[src/rtl/shift_add_mul_seq.sv]
// -----------------------------------------------------------------------------
// shift_add_mul_seq
//
// Sequential unsigned shift-add multiplier. Operands are taken through a
// valid/ready handshake. One multiplier bit is consumed per clock. The
// 2*WIDTH-bit product is then held under a valid/ready output handshake until
// the downstream stage takes it.
//
// Parameters:
//   WIDTH      operand width (product is 2*WIDTH bits), default 4
//
// Ports:
//   Clk        rising-edge clock
//   reset      asynchronous, active-low reset
//   in_valid   operands present on mcand/mplier
//   in_ready   block can accept operands (IDLE and not in reset)
//   mcand      multiplicand, unsigned
//   mplier     multiplier, unsigned
//   out_valid  product is valid (DONE)
//   out_ready  downstream accepts the product
//   product    registered product (accumulator)
//   busy       high while the multiply is running
//
// Optional feature:
//   MUL_EARLY_TERM_EN  when defined, RUN also ends once no set multiplier
//                      bits remain, so latency depends on the highest set bit
//                      of mplier. Product values do not change.
// -----------------------------------------------------------------------------
module shift_add_mul_seq #(
  parameter int WIDTH = 4
) (
  input  logic               Clk,
  input  logic               reset,
  input  logic               in_valid,
  output logic               in_ready,
  input  logic [WIDTH-1:0]   mcand,
  input  logic [WIDTH-1:0]   mplier,
  output logic               out_valid,
  input  logic               out_ready,
  output logic [2*WIDTH-1:0] product,
  output logic               busy
);

  // A one-bit operand still needs a one-bit counter.
  localparam int CNT_W = (WIDTH > 1) ? $clog2(WIDTH) : 1;
  localparam logic [CNT_W-1:0] LAST_CNT = CNT_W'(WIDTH - 1);

  typedef enum logic [1:0] {
    IDLE = 2'd0,
    RUN  = 2'd1,
    DONE = 2'd2
  } state_t;

  state_t             state;
  state_t             state_next;
  logic [2*WIDTH-1:0] m_reg;
  logic [WIDTH-1:0]   q_reg;
  logic [2*WIDTH-1:0] p_reg;
  logic [CNT_W-1:0]   cnt;
  logic               accept;
  logic               last_step;
  logic               early_done;

  assign in_ready  = (state == IDLE) && reset;
  assign out_valid = (state == DONE);
  assign busy      = (state == RUN);
  assign product   = p_reg;
  assign accept    = in_valid && in_ready;

`ifdef MUL_EARLY_TERM_EN
  // After this step no set multiplier bits remain, so the sum is final.
  assign early_done = ((q_reg >> 1) == '0);
`else
  assign early_done = 1'b0;
`endif

  assign last_step = (cnt == LAST_CNT) || early_done;

  // State register.
  // NOTE: sequential state uses non-blocking (<=) so every register samples
  // the pre-edge values and simulation matches the synthesized flops.
  always_ff @(posedge Clk or negedge reset) begin
    if (!reset) begin
      state <= IDLE;
    end else begin
      state <= state_next;
    end
  end

  // Next-state logic.
  // NOTE: state_next gets a default before the case so that no path leaves it
  // unassigned; otherwise a latch would be inferred.
  always_comb begin
    state_next = state;
    unique case (state)
      IDLE: if (accept)    state_next = RUN;
      RUN:  if (last_step) state_next = DONE;
      DONE: if (out_ready) state_next = IDLE;
      default:             state_next = IDLE;
    endcase
  end

  // Datapath. P is left untouched in DONE and back in IDLE so the product
  // stays visible until the next acceptance clears it.
  always_ff @(posedge Clk or negedge reset) begin
    if (!reset) begin
      m_reg <= '0;
      q_reg <= '0;
      p_reg <= '0;
      cnt   <= '0;
    end else if (state == IDLE) begin
      if (accept) begin
        m_reg <= {{WIDTH{1'b0}}, mcand};
        q_reg <= mplier;
        p_reg <= '0;
        cnt   <= '0;
      end
    end else if (state == RUN) begin
      // Unsigned operands cannot overflow 2*WIDTH bits.
      p_reg <= p_reg + (q_reg[0] ? m_reg : '0);
      m_reg <= m_reg << 1;
      q_reg <= q_reg >> 1;
      cnt   <= cnt + 1'b1;
    end
  end

endmodule

[config.mk]
export PLATFORM = sky130hd
export DESIGN_NAME = shift_add_mul_seq
export DESIGN_NICKNAME = d
export VERILOG_FILES = /design/src/rtl/shift_add_mul_seq.sv
export SDC_FILE = /design/constraint.sdc
export NUM_CORES = 1
export LEC_CHECK = 0
export ABC_CLOCK_PERIOD_IN_PS = 2600
export CORE_ASPECT_RATIO = 1.25
export CORE_MARGIN = 2
export CORE_UTILIZATION = 45
export DETAILED_ROUTE_END_ITERATION = 16
export DONT_BUFFER_PORTS = 1
export HOLD_SLACK_MARGIN = 0.15
export MAX_ROUTING_LAYER = met4
export PLACE_DENSITY = 0.63
export SYNTH_ARGS = -nofsm -noshare
export SYNTH_HDL_FRONTEND = slang
export SYNTH_SLANG_ARGS = --single-unit
[constraint.sdc]
create_clock -name Clk -period 2.6 [get_ports Clk]
set_input_delay 0.26 -clock Clk [delete_from_list [all_inputs] [get_ports Clk]]
set_output_delay 0.26 -clock Clk [all_outputs]
set_load 0.03 [all_outputs]
==> reports/summary.txt <==
Outcome - finished clean
Vias in the first global route - 956
Worst reg-to-reg path cell count - 8
R2R Path Start - q_reg[0]
Maximum clock rate - 438 MHz
Total Nets Final - 156
Area Overhead vs Synth - 12.7%
Chip width - 52.5 um
Worst-Margin Slew - 650 ps
IO Pins - 23
Tmin final - 2280 ps
Most frequent cells in the layout - 24 x dfrtp_1, 18 x nand2_1, 12 x o21ai_1
Avg Inst Size Synth - 10.9 um2
Clock sinks - 24
Worst path max stage delay - 470 ps
1st-iter DRT viols - 14
Initial antenna violation count - 0
Final wirelength - 2.53 mm
Crit path DAT - 2490 ps
Total gr overflow - 0
DR vias/cell - 5.63
H-Tree Depth - 1
Tot GR Track Use - 17.7%
Filler cells - 272
Post_cts resized - 0
Cell repeated most along the worst path - a21o_1
CP Depth - 8
Fin. max-slew vios - 0
Die area - 3390 um2
Hold_buf cts - 11
Clk pin slew, worst setup/hold paths - 120 ps
RD Place Congestion - 0.877
Final setup fails - 0
Skew final - 1.51 ps
Required time worst endpoint - 2810 ps
Inserted Clock Buffers - 3
Crit. End Element - flip-flop
Worst-skew pair later-pin latency - 300 ps
Critical-path cell list - and2_1 -> ha_1 -> fa_1 -> a21o_1 -> a21o_1 -> a221oi_2 -> xor2_1 -> o21ai_1
Antenna-violating nets left - 0
Layout cells sized above 1 - 7.52%
DRC - 0
Setup_tns - 0 ps
Relative max-transition margin - 56.5%
Pre-antenna DRT Iters - 4
Starting Density - 46.2%
RSZ-0062 raised after global routing - no
Post-synth cell types - 32
Die Y - 64.6 um
Post-DP HPWL - 1.81 mm
CORE AREA - 2860 um2
Maximum capacitance violations - 0
CTS Root Cell - clkbuf_4
I/O Buffers - 0
Mapped Cells - 121
Setup bufs post-CTS - 0
Synth Cell Area - 1320 um2
Hold Crit Class - in2reg
Inserted Diodes - 0
Delay-heaviest family, CP - compound AO/OA/AOI/OAI gates
Via count - 952
CP max FO - 9
Syn. warnings - 0
Clk buf depth - 2
CTS tree - yes
WL per Instance - 15.0 um
Fin crit share - 87.7%
Buffers & Inverters on Critical Path - 0
CP Launch Point - q_reg[0]
CP max-delay cell - dfrtp_1
Worst setup SP type - flip-flop
Post-synthesis register bit count - 24
Syn nets - 142
Hold Violations, Final - 0
Most common cell after layout, fill and taps aside - dfrtp_1
Largest net degree at the start of global routing - 25
Crit Path Class - reg2reg
Pwr per Cell Area - 1130 nW/um2
Worst vdd ir - 859 uV
Seq/Total Area, Yosys - 45.5%
Hold-critical path depth - 3
Total power draw - 1.68 mW
FP Rows - 22
Hold Startpoint - reset
Global-route wire length before repair - 4.41 mm
LEAKAGE - 0.742 nW
cells in the mapped netlist:
cell type	instances	share of area, %
fa_1	1	1.5
dfrtp_1	24	45
a21o_1	5	2.8
a31oi_1	2	0.95
nand2b_1	1	0.47
xnor2_1	1	0.66
nand2_1	18	5.1
nand4_1	1	0.47
mux2i_1	6	4.5
o21bai_1	1	0.57
ha_1	8	7.6
nor2_4	1	0.85
buf_2	1	0.38
a211o_1	1	0.66
a221oi_2	1	1.1
inv_2	1	0.28
o211ai_1	1	0.57
and2_1	9	4.3
a21oi_1	2	0.76
xor2_1	3	2.0
a22o_1	10	6.6
inv_1	1	0.28
and4_1	1	0.66
nor2b_1	1	0.47
and3_1	1	0.47
a31oi_4	1	1.6
o41a_1	1	0.85
a211oi_1	1	0.57
buf_6	2	1.7
buf_4	1	0.57
o21ai_1	12	4.5
o21a_1	1	0.57
routing by layer:
| layer | global-route usage, % | share of wire (%) |
|---|---|---|
| met5 | - | 0 |
| met4 | 5.77 | 0.91 |
| met3 | 3.23 | 3.0 |
| met2 | 27.7 | 50 |
| met1 | 23.1 | 46 |
worst paths after layout:
| kind | endpoint | slack [ps] |
|---|---|---|
| max | product[6] | 320 |
| min in group asynchronous | product[1] | 360 |
| min reg2reg | cnt[0] | 490 |
| max reg2reg | product[6] | 320 |
| min | cnt[0] | 250 |
| max in group asynchronous | product[2] | 2100 |
power breakdown:
group / switching [mW] / total (mW) / internal, mW
clock network: 0.105 / 0.159 / 0.0540
registers: 0.210 / 0.729 / 0.519
logic: 0.453 / 0.795 / 0.343
total: 0.768 / 1.68 / 0.916
cell families (layout without fill, tap and decap cells):
family                     after synthesis  count (layout)  synth area share (%)
muxes                                    6               6                  4.55
DFF                                     24              24                  45.5
AOI/OAI and AO/OA                       39              39                  22.3
and+or+nand+nor                         33              33                  12.8
buffers and inverters                    6              18                  3.22
adders and majority gates                9               9                  9.09
xor gates and xnor gates                 4               4                  2.65
metrics by stage:
stage / utilization [%] / instances / setup slack, ps / hold slack (ps) / area (um2)
floorplan: - / 121 / 493 / -35.6 / 1320
global placement: 47.0 / 155 / 402 / -35.0 / 1350
detailed placement: 47.0 / 155 / 325 / -34.9 / 1350
CTS: 52.0 / 169 / 300 / 243 / 1490
global route: 52.0 / 169 / 179 / 281 / 1490
finish: 52.0 / 169 / 319 / 251 / 1490
worst reg2reg max path, cell delays in order (launching register included):
cell      delay, ps
dfrtp_1         470
and2_1          190
ha_1            210
fa_1            410
a21o_1          180
a21o_1          210
a221oi_2        250
xor2_1          180
o21ai_1          70
layout make-up:
class                   instances  area (um2)  share of cell area [%]
repair buffers                 13         135                    9.08
flip-flops and latches         24         601                    40.3
well taps                      36        45.0                    3.03
inverters                       2        7.51                   0.504
multi-input cells              91         678                    45.5
clock buffers                   3        22.5                    1.51
Power figures use the tool's default switching activity.
